[src/rtl/accum_stage_if.sv]
// Accumulator stage handshake bundle.
// Carries start/len command, input term stream and result stream.
interface accum_stage_if #(
  parameter int WIDTH     = 32,
  parameter int CNT_WIDTH = 8
);
  logic                 start;
  logic [CNT_WIDTH-1:0] len;
  logic                 in_valid;
  logic [WIDTH-1:0]     in_data;
  logic                 in_ready;
  logic                 out_valid;
  logic [WIDTH-1:0]     out_data;
  logic                 out_sat;
  logic                 out_ready;
  logic                 busy;

  modport master (
    output start, len, in_valid, in_data, out_ready,
    input  in_ready, out_valid, out_data, out_sat, busy
  );

  modport slave (
    input  start, len, in_valid, in_data, out_ready,
    output in_ready, out_valid, out_data, out_sat, busy
  );
endinterface

[src/rtl/accum_stage.sv]
// Saturating accumulator stage: sums len signed terms
// in a wide accumulator and clamps the result to WIDTH bits.
module accum_stage #(
  parameter int WIDTH     = 32,
  parameter int CNT_WIDTH = 8,
  parameter int ACC_WIDTH = 40
) (
  input  logic          clk,
  input  logic          reset,
  accum_stage_if.slave  bus
);

  typedef enum logic [1:0] {
    IDLE  = 2'd0,
    ACCUM = 2'd1,
    DONE  = 2'd2
  } state_t;

  localparam logic [CNT_WIDTH-1:0] ONE =
    {{(CNT_WIDTH-1){1'b0}}, 1'b1};

  localparam logic signed [ACC_WIDTH-1:0] SMAX =
    {{(ACC_WIDTH-WIDTH+1){1'b0}}, {(WIDTH-1){1'b1}}};
  localparam logic signed [ACC_WIDTH-1:0] SMIN =
    {{(ACC_WIDTH-WIDTH+1){1'b1}}, {(WIDTH-1){1'b0}}};

  localparam logic [WIDTH-1:0] OMAX =
    {1'b0, {(WIDTH-1){1'b1}}};
  localparam logic [WIDTH-1:0] OMIN =
    {1'b1, {(WIDTH-1){1'b0}}};

  state_t                       state;
  logic signed [ACC_WIDTH-1:0]  acc;
  logic        [CNT_WIDTH-1:0]  remaining;

  logic signed [ACC_WIDTH-1:0]  acc_nxt;
  logic        [WIDTH-1:0]      sat_data;
  logic                         sat_flag;

  // Headroom of ACC_WIDTH-WIDTH bits keeps this add wrap-free
  always_comb begin
    acc_nxt = acc + {{(ACC_WIDTH-WIDTH){bus.in_data[WIDTH-1]}},
                     bus.in_data};
    sat_data = acc_nxt[WIDTH-1:0];
    sat_flag = 1'b0;
    if (acc_nxt > SMAX) begin
      sat_data = OMAX;
      sat_flag = 1'b1;
    end else if (acc_nxt < SMIN) begin
      sat_data = OMIN;
      sat_flag = 1'b1;
    end
  end

  always_ff @(posedge clk or negedge reset) begin
    if (!reset) begin
      state         <= IDLE;
      acc           <= '0;
      remaining     <= '0;
      bus.out_data  <= '0;
      bus.out_sat   <= 1'b0;
      bus.out_valid <= 1'b0;
      bus.in_ready  <= 1'b0;
      bus.busy      <= 1'b0;
    end else begin
      unique case (state)
        IDLE: begin
          if (bus.start) begin
            acc       <= '0;
            remaining <= bus.len;
            bus.busy  <= 1'b1;
            if (bus.len != '0) begin
              state        <= ACCUM;
              bus.in_ready <= 1'b1;
            end else begin
              state         <= DONE;
              bus.out_valid <= 1'b1;
              bus.out_data  <= '0;
              bus.out_sat   <= 1'b0;
            end
          end
        end
        ACCUM: begin
          if (bus.in_valid) begin
            acc       <= acc_nxt;
            remaining <= remaining - ONE;
            if (remaining == ONE) begin
              state         <= DONE;
              bus.in_ready  <= 1'b0;
              bus.out_valid <= 1'b1;
              bus.out_data  <= sat_data;
              bus.out_sat   <= sat_flag;
            end
          end
        end
        DONE: begin
          if (bus.out_ready) begin
            state         <= IDLE;
            bus.out_valid <= 1'b0;
            bus.busy      <= 1'b0;
          end
        end
        default: begin
          state         <= IDLE;
          bus.in_ready  <= 1'b0;
          bus.out_valid <= 1'b0;
          bus.busy      <= 1'b0;
        end
      endcase
    end
  end

endmodule

[src/flat_wrapper.sv]
// flat-port wrapper written by rule: the top's interface ports become plain ports
module accum_stage_flat 
#(
  parameter int WIDTH     = 32,
  parameter int CNT_WIDTH = 8,
  parameter int ACC_WIDTH = 40
)
  (clk, reset, bus_start, bus_len, bus_in_valid, bus_in_data, bus_out_ready, bus_in_ready, bus_out_valid, bus_out_data, bus_out_sat, bus_busy);
  accum_stage_if #(.WIDTH(WIDTH), .CNT_WIDTH(CNT_WIDTH)) bus_i ();
  input  logic clk;
  input  logic reset;
  input wire logic [$bits(bus_i.start)-1:0] bus_start;
  input wire logic [$bits(bus_i.len)-1:0] bus_len;
  input wire logic [$bits(bus_i.in_valid)-1:0] bus_in_valid;
  input wire logic [$bits(bus_i.in_data)-1:0] bus_in_data;
  input wire logic [$bits(bus_i.out_ready)-1:0] bus_out_ready;
  output wire logic [$bits(bus_i.in_ready)-1:0] bus_in_ready;
  output wire logic [$bits(bus_i.out_valid)-1:0] bus_out_valid;
  output wire logic [$bits(bus_i.out_data)-1:0] bus_out_data;
  output wire logic [$bits(bus_i.out_sat)-1:0] bus_out_sat;
  output wire logic [$bits(bus_i.busy)-1:0] bus_busy;
  assign bus_i.start = bus_start;
  assign bus_i.len = bus_len;
  assign bus_i.in_valid = bus_in_valid;
  assign bus_i.in_data = bus_in_data;
  assign bus_i.out_ready = bus_out_ready;
  assign bus_in_ready = bus_i.in_ready;
  assign bus_out_valid = bus_i.out_valid;
  assign bus_out_data = bus_i.out_data;
  assign bus_out_sat = bus_i.out_sat;
  assign bus_busy = bus_i.busy;
  accum_stage #(.WIDTH(WIDTH), .CNT_WIDTH(CNT_WIDTH), .ACC_WIDTH(ACC_WIDTH)) u_core (.clk(clk), .reset(reset), .bus(bus_i));
endmodule
[config.mk]
export PLATFORM = sky130hd
export DESIGN_NAME = accum_stage_flat
export DESIGN_NICKNAME = d
export VERILOG_FILES = /design/src/rtl/accum_stage_if.sv /design/src/rtl/accum_stage.sv /design/src/flat_wrapper.sv
export SDC_FILE = /design/constraint.sdc
export NUM_CORES = 1
export LEC_CHECK = 0
export CAP_MARGIN = 20
export CORE_AREA = 5 5 135 150
export DETAILED_ROUTE_END_ITERATION = 8
export DIE_AREA = 0 0 140 155
export GPL_TIMING_DRIVEN = 0
export PLACE_DENSITY = 0.55
export SYNTH_ARGS = -nofsm -noshare
export SYNTH_HDL_FRONTEND = slang
export SYNTH_SLANG_ARGS = --single-unit
[constraint.sdc]
create_clock -name clk -period 4.4 [get_ports clk]
set_input_delay 0.88 -clock clk [delete_from_list [all_inputs] [get_ports clk]]
set_output_delay 0.88 -clock clk [all_outputs]
set_load 0.1 [all_outputs]
Word level (Yosys, flattened, before mapping)
Index checks and enable logic that the tools add are counted.
W data, S select, Z words.
{ "word_totals": {"ff_bits": 86, "out_inout_bits": 36, "word_cells": 71, "input_bits": 45} }
{ "op_classes": {"bitwise": 2, "n_addsub": 2, "eq_ne": 9, "magnitude_cmp": 2, "reduce_logical": 9, "n_mux": 39} }
{ "ops": {"columns": ["op", "n"], "rows": [
  ["$mux W32", 6],
  ["$mux W40", 2],
  ["$pmux W40 S2", 1],
  ["$pmux W32 S2", 1],
  ["$add A40 B40 Y40", 1],
  ["$gt A40 B32 Y1 const B", 1],
  ["$lt A40 B32 Y1 const B", 1],
  ["$mux W1", 16],
  ["$mux W8", 2],
  ["$pmux W8 S2", 1],
  ["$reduce_and A5 Y1", 3],
  ["$mux W2", 5],
  ["$pmux W1 S3", 3],
  ["$eq A8 B1 Y1 const B", 1],
  ["$ne A2 B2 Y1 const B", 4],
  ["$reduce_bool A8 Y1", 1],
  ["$sub A8 B1 Y8 const B", 1],
  ["$pmux W2 S3", 1],
  ["$reduce_and A3 Y1", 2],
  ["$ne A2 B1 Y1 const B", 2],
  ["$reduce_and A4 Y1", 1],
  ["$eq A2 B1 Y1 const B", 1],
  ["$eq A2 B2 Y1 const B", 1],
  ["$logic_not A2 Y1", 1],
  ["3 further kinds", 4]
]} }

Longest topological paths before layout
{ "depth": {"ltp_word": 7, "mapped_depth": 13, "ltp_nobuf": 11} }

Least setup slack after synthesis
No wires, ideal clock.
{ "synth_path": {"kind": "input -> register", "from": "in bus_in_data[0]", "to": "reg u_core.bus.out_data[17]", "arrival_time_ns": 4.033, "slack_ns": 0.235, "stages": 12, "required_time_ns": 4.268, "setup_ns": 0.132, "n_path_buf": 1, "cell_sequence": "ha_1 -> fa_1 -> a21o_1 -> a221oi_2 -> or3_1 -> a2111oi_2 -> or2_1 -> o311ai_0 -> o221ai_2 -> o41ai_4 -> buf_6 -> a22oi_2"} }
{ "synth_between": {"elab_chain_cells": 7, "elab_cells_between_ends": 8} }
{ "synth_rtl": {"columns": ["item", "line", "source"], "rows": [
  ["start: declaration", "flat_wrapper.sv:15", "input wire logic [$bits(bus_i.in_data)-1:0] bus_in_data;"],
  ["$add A40 B40 Y40 *", "accum_stage.sv:42", "acc_nxt = acc + {{(ACC_WIDTH-WIDTH){bus.in_data[WIDTH-1]}},"],
  ["$lt A40 B32 Y1", "accum_stage.sv:49", "end else if (acc_nxt < SMIN) begin"],
  ["$mux W32", "accum_stage.sv:49", null],
  ["$mux W32 *", "accum_stage.sv:46", "if (acc_nxt > SMAX) begin"],
  ["$mux W32 *", "accum_stage.sv:87", "if (remaining == ONE) begin"],
  ["$mux W32 *", "accum_stage.sv:84", "if (bus.in_valid) begin"],
  ["$pmux W32 S2 *", "accum_stage.sv:66", "unique case (state)"],
  ["end signal: assignment", "accum_stage.sv:91", "bus.out_data <= sat_data;"],
  ["end: declaration", "accum_stage_if.sv:25", "output in_ready, out_valid, out_data, out_sat, busy"]
]} }
Mark *: on every way between the ends. The rest lies on a longest branch, timed or not. The select of a mux whose other input is x is not followed.
A chain may end at the register's enable or synchronous reset.

Worst setup path after layout
{ "layout_path": {"from": "in bus_in_data[16]", "to": "reg u_core.bus.out_data[29]"} }
Same word-level chain as after synthesis.

==> impl_metrics.ini <==
[timing]
drv_slew = 0
final.min_clock_period_ns = 4.33
worst_pin_slew_ns = 1.01
setup_viol = 0
slew_headroom_pct = 32.6
hold_viol = 0
min_period_over_period_pct = 98.3
whs_ns = 0.496
finClkSkew_ns = 0.00741
timing.fmax_ghz = 0.231

[logic_synthesis]
synth_edf_count = 0
synth-async-reset-ratio_pct = 100
ys_types = 71
yosys_most_used_dff = dfrtp_1
synth_common_cells = nand2_1, dfrtp_1, a21oi_1
postSynthCellCount = 735
syn_avg_cell_area_um2 = 8.65
synth_top_area_share_pct = 33.8
yosysMostFrequentCell = nand2_1
ys_top_cells_by_area = dfrtp_1, ha_1, nand2_1
synth_area_um2 = 6360
yosys_warnings = 0
ys_seq_elements = 86
seq_area_frac_synth_pct = 33.8
syn_nets = 822
yosysTopAreaCell = dfrtp_1

[power]
p_leak_nw = 3.49
ir_drop_v = 0.000298
finalPower_mw = 6.77
powerDensity_nw_per_um2 = 824

[route]
avgViaCountPerCell = 5.56
vias = 6047
routed_wl_mm = 20.4
wl_per_cell_um = 18.7
drtAntennaViolNets = 0
drt_iter0_markers = 409
drc = 0
dr.pass1.iters = 4

[placed_design]
portBuffers = 80
place.gp.congestion = 0.915
dp_hpwl_mm = 15.4
dp_cells = 1063

[critical_path]
criticalPathCategory = in2reg
critical_path_peak_fanout = 8
critPathLaunchType = primary input
arrival_ns = 4.56
crit_required_ns = 4.63
cp-end-kind = flip-flop

[floorplanning]
die_h_um = 155
die-width_um = 140
top_level_ports = 81
placement_rows = 53
core-area_um2 = 18700
initial_core_util_pct = 34.0
die_area_um2 = 21700

[finish]
fin_nets = 924
layout-drive-gt1-share_pct = 13.6
final_cells = 1088
multi_input_area_um2 = 4190
fin_util_pct = 43.9
syn_to_final_growth_pct = 29.2
n_fill_cell = 1908
seqCellArea_um2 = 2150
antennaDiodeCount = 0

[clock_tree]
ctsLongestPathBuffers = 2
cts.clk_slew.worst_paths_ns = 0.07
cts_tree = yes
hold_buffers = 0
cts_buffers = 9
cts_sinks = 86
clkLatencyLatePin_ns = 0.36
root_buffer = clkbuf_16
htree_levels = 3

[global_routing]
grtUsageTotal_pct = 18.2
grt_remaining_overflow = 0
grt_pass1_wl_mm = 31.7
grt_max_degree = 52
grt_pass1_vias = 6044
antenna_found_initial = 0

[run_status]
status = complete, no violations

[run]
cap_viol_max_count = 0

[min_path]
hold_path.class = in2async
==> state kept, by name, summed over array words and instances (netlist names) <==
register,cells
u_core.bus.in_ready,1
u_core.remaining,8
u_core.bus.out_sat,1
u_core.bus.busy,1
u_core.state,2
u_core.bus.out_data,32
u_core.acc,40
u_core.bus.out_valid,1
==> final cells by class <==
| cell class | instances | share of cell area [%] |
|---|---|---|
| clock buffers | 12 | 3.12 |
| inverters | 19 | 0.868 |
| repair buffers | 95 | 11.7 |
| well taps | 247 | 3.76 |
| multi-input cells | 584 | 51.0 |
| plain buffers | 42 | 3.02 |
| flip-flops and latches | 86 | 26.2 |
| clock inverters | 3 | 0.244 |
==> logic make-up (layout without fill, tap and decap cells) <==
family / count (synthesis) / count (layout) / share of synthesized area, %
and+or+nand+nor: 255 / 255 / 19.6
AOI/OAI and AO/OA: 254 / 254 / 28.9
adders and majority gates: 42 / 42 / 8.38
muxes: 4 / 4 / 0.630
buffers and inverters: 65 / 171 / 4.66
DFF: 86 / 86 / 33.8
xor gates and xnor gates: 29 / 29 / 3.99
==> worst max-delay path, stage by stage <==
cell	delay, ns
clkdlybuf4s50_1	0.43
ha_1	0.31
buf_6	0.14
a21oi_4	0.15
o21ai_2	0.10
or3_4	0.39
o211a_4	0.27
or4_4	0.42
and2_4	0.17
or3_4	0.39
buf_6	0.15
o41ai_4	0.35
buf_6	0.19
clkbuf_16	0.16
a22oi_2	0.05
==> where the power goes <==
| group | internal, mW | switching, mW | leakage, nW |
|---|---|---|---|
| Clock | 0.411 | 0.342 | 0.131 |
| Sequential | 1.10 | 0.214 | 1.11 |
| Combinational | 1.61 | 3.08 | 2.25 |
==> final timing paths <==
kind	startpoint	end	slack, ns	cells after the start
worst max-delay path	bus_in_data[16]	u_core.bus.out_data[29]	0.07	15
worst min-delay path	reset	u_core.remaining[4]	0.50	1
worst max register to register	u_core.acc[0]	u_core.bus.out_data[29]	0.51	14
worst min register to register	u_core.bus.out_data[31]	u_core.bus.out_data[31]	0.50	2
max in group asynchronous	reset	u_core.acc[27]	3.25	2
min in group clk	u_core.bus.out_data[31]	u_core.bus.out_data[31]	0.50	2
==> through the flow <==
step	setup slack, ns	instance area [um^2]	TNS (ns)
after global placement	-1.34	7470	-121.44
after detailed placement	-1.31	7490	-34.38
after global routing	-0.0178	8210	-0.0795
after floorplan	0.235	6360	0
after CTS	0.00762	7920	0
final	0.0727	8210	0
==> cell usage in the layout (no fill, tap or decap), types with 13 or more instances in the layout <==
master	n
nor2_1	38
a22o_1	23
nor3_1	13
inv_1	19
nand2_1	95
dfrtp_1	86
clkdlybuf4s50_1	76
ha_1	38
buf_4	13
nand3_1	19
xnor2_1	16
o21ai_0	44
clkbuf_1	27
nand4_1	17
a21oi_1	55
xor2_1	13
==> what timing repair did <==
item | CTS | global route
setup buffers | 6 | 7
pin swaps | 4 | 14
resized for setup | 18 | 62
endpoints found under the setup margin | 32 | 31
hold endpoints to repair | 0 | 0
gates cloned | 0 | 1
==> routing by layer <==
metal / vias up / track usage, % / wire, um
met5: - / 0 / 0
met4: 0 / 5.77 / 383
met3: 20 / 2.06 / 560
met2: 118 / 31.2 / 10000
met1: 2959 / 24.1 / 9420
li1: 2950 / - / -
(Power assumes the default switching activity.)
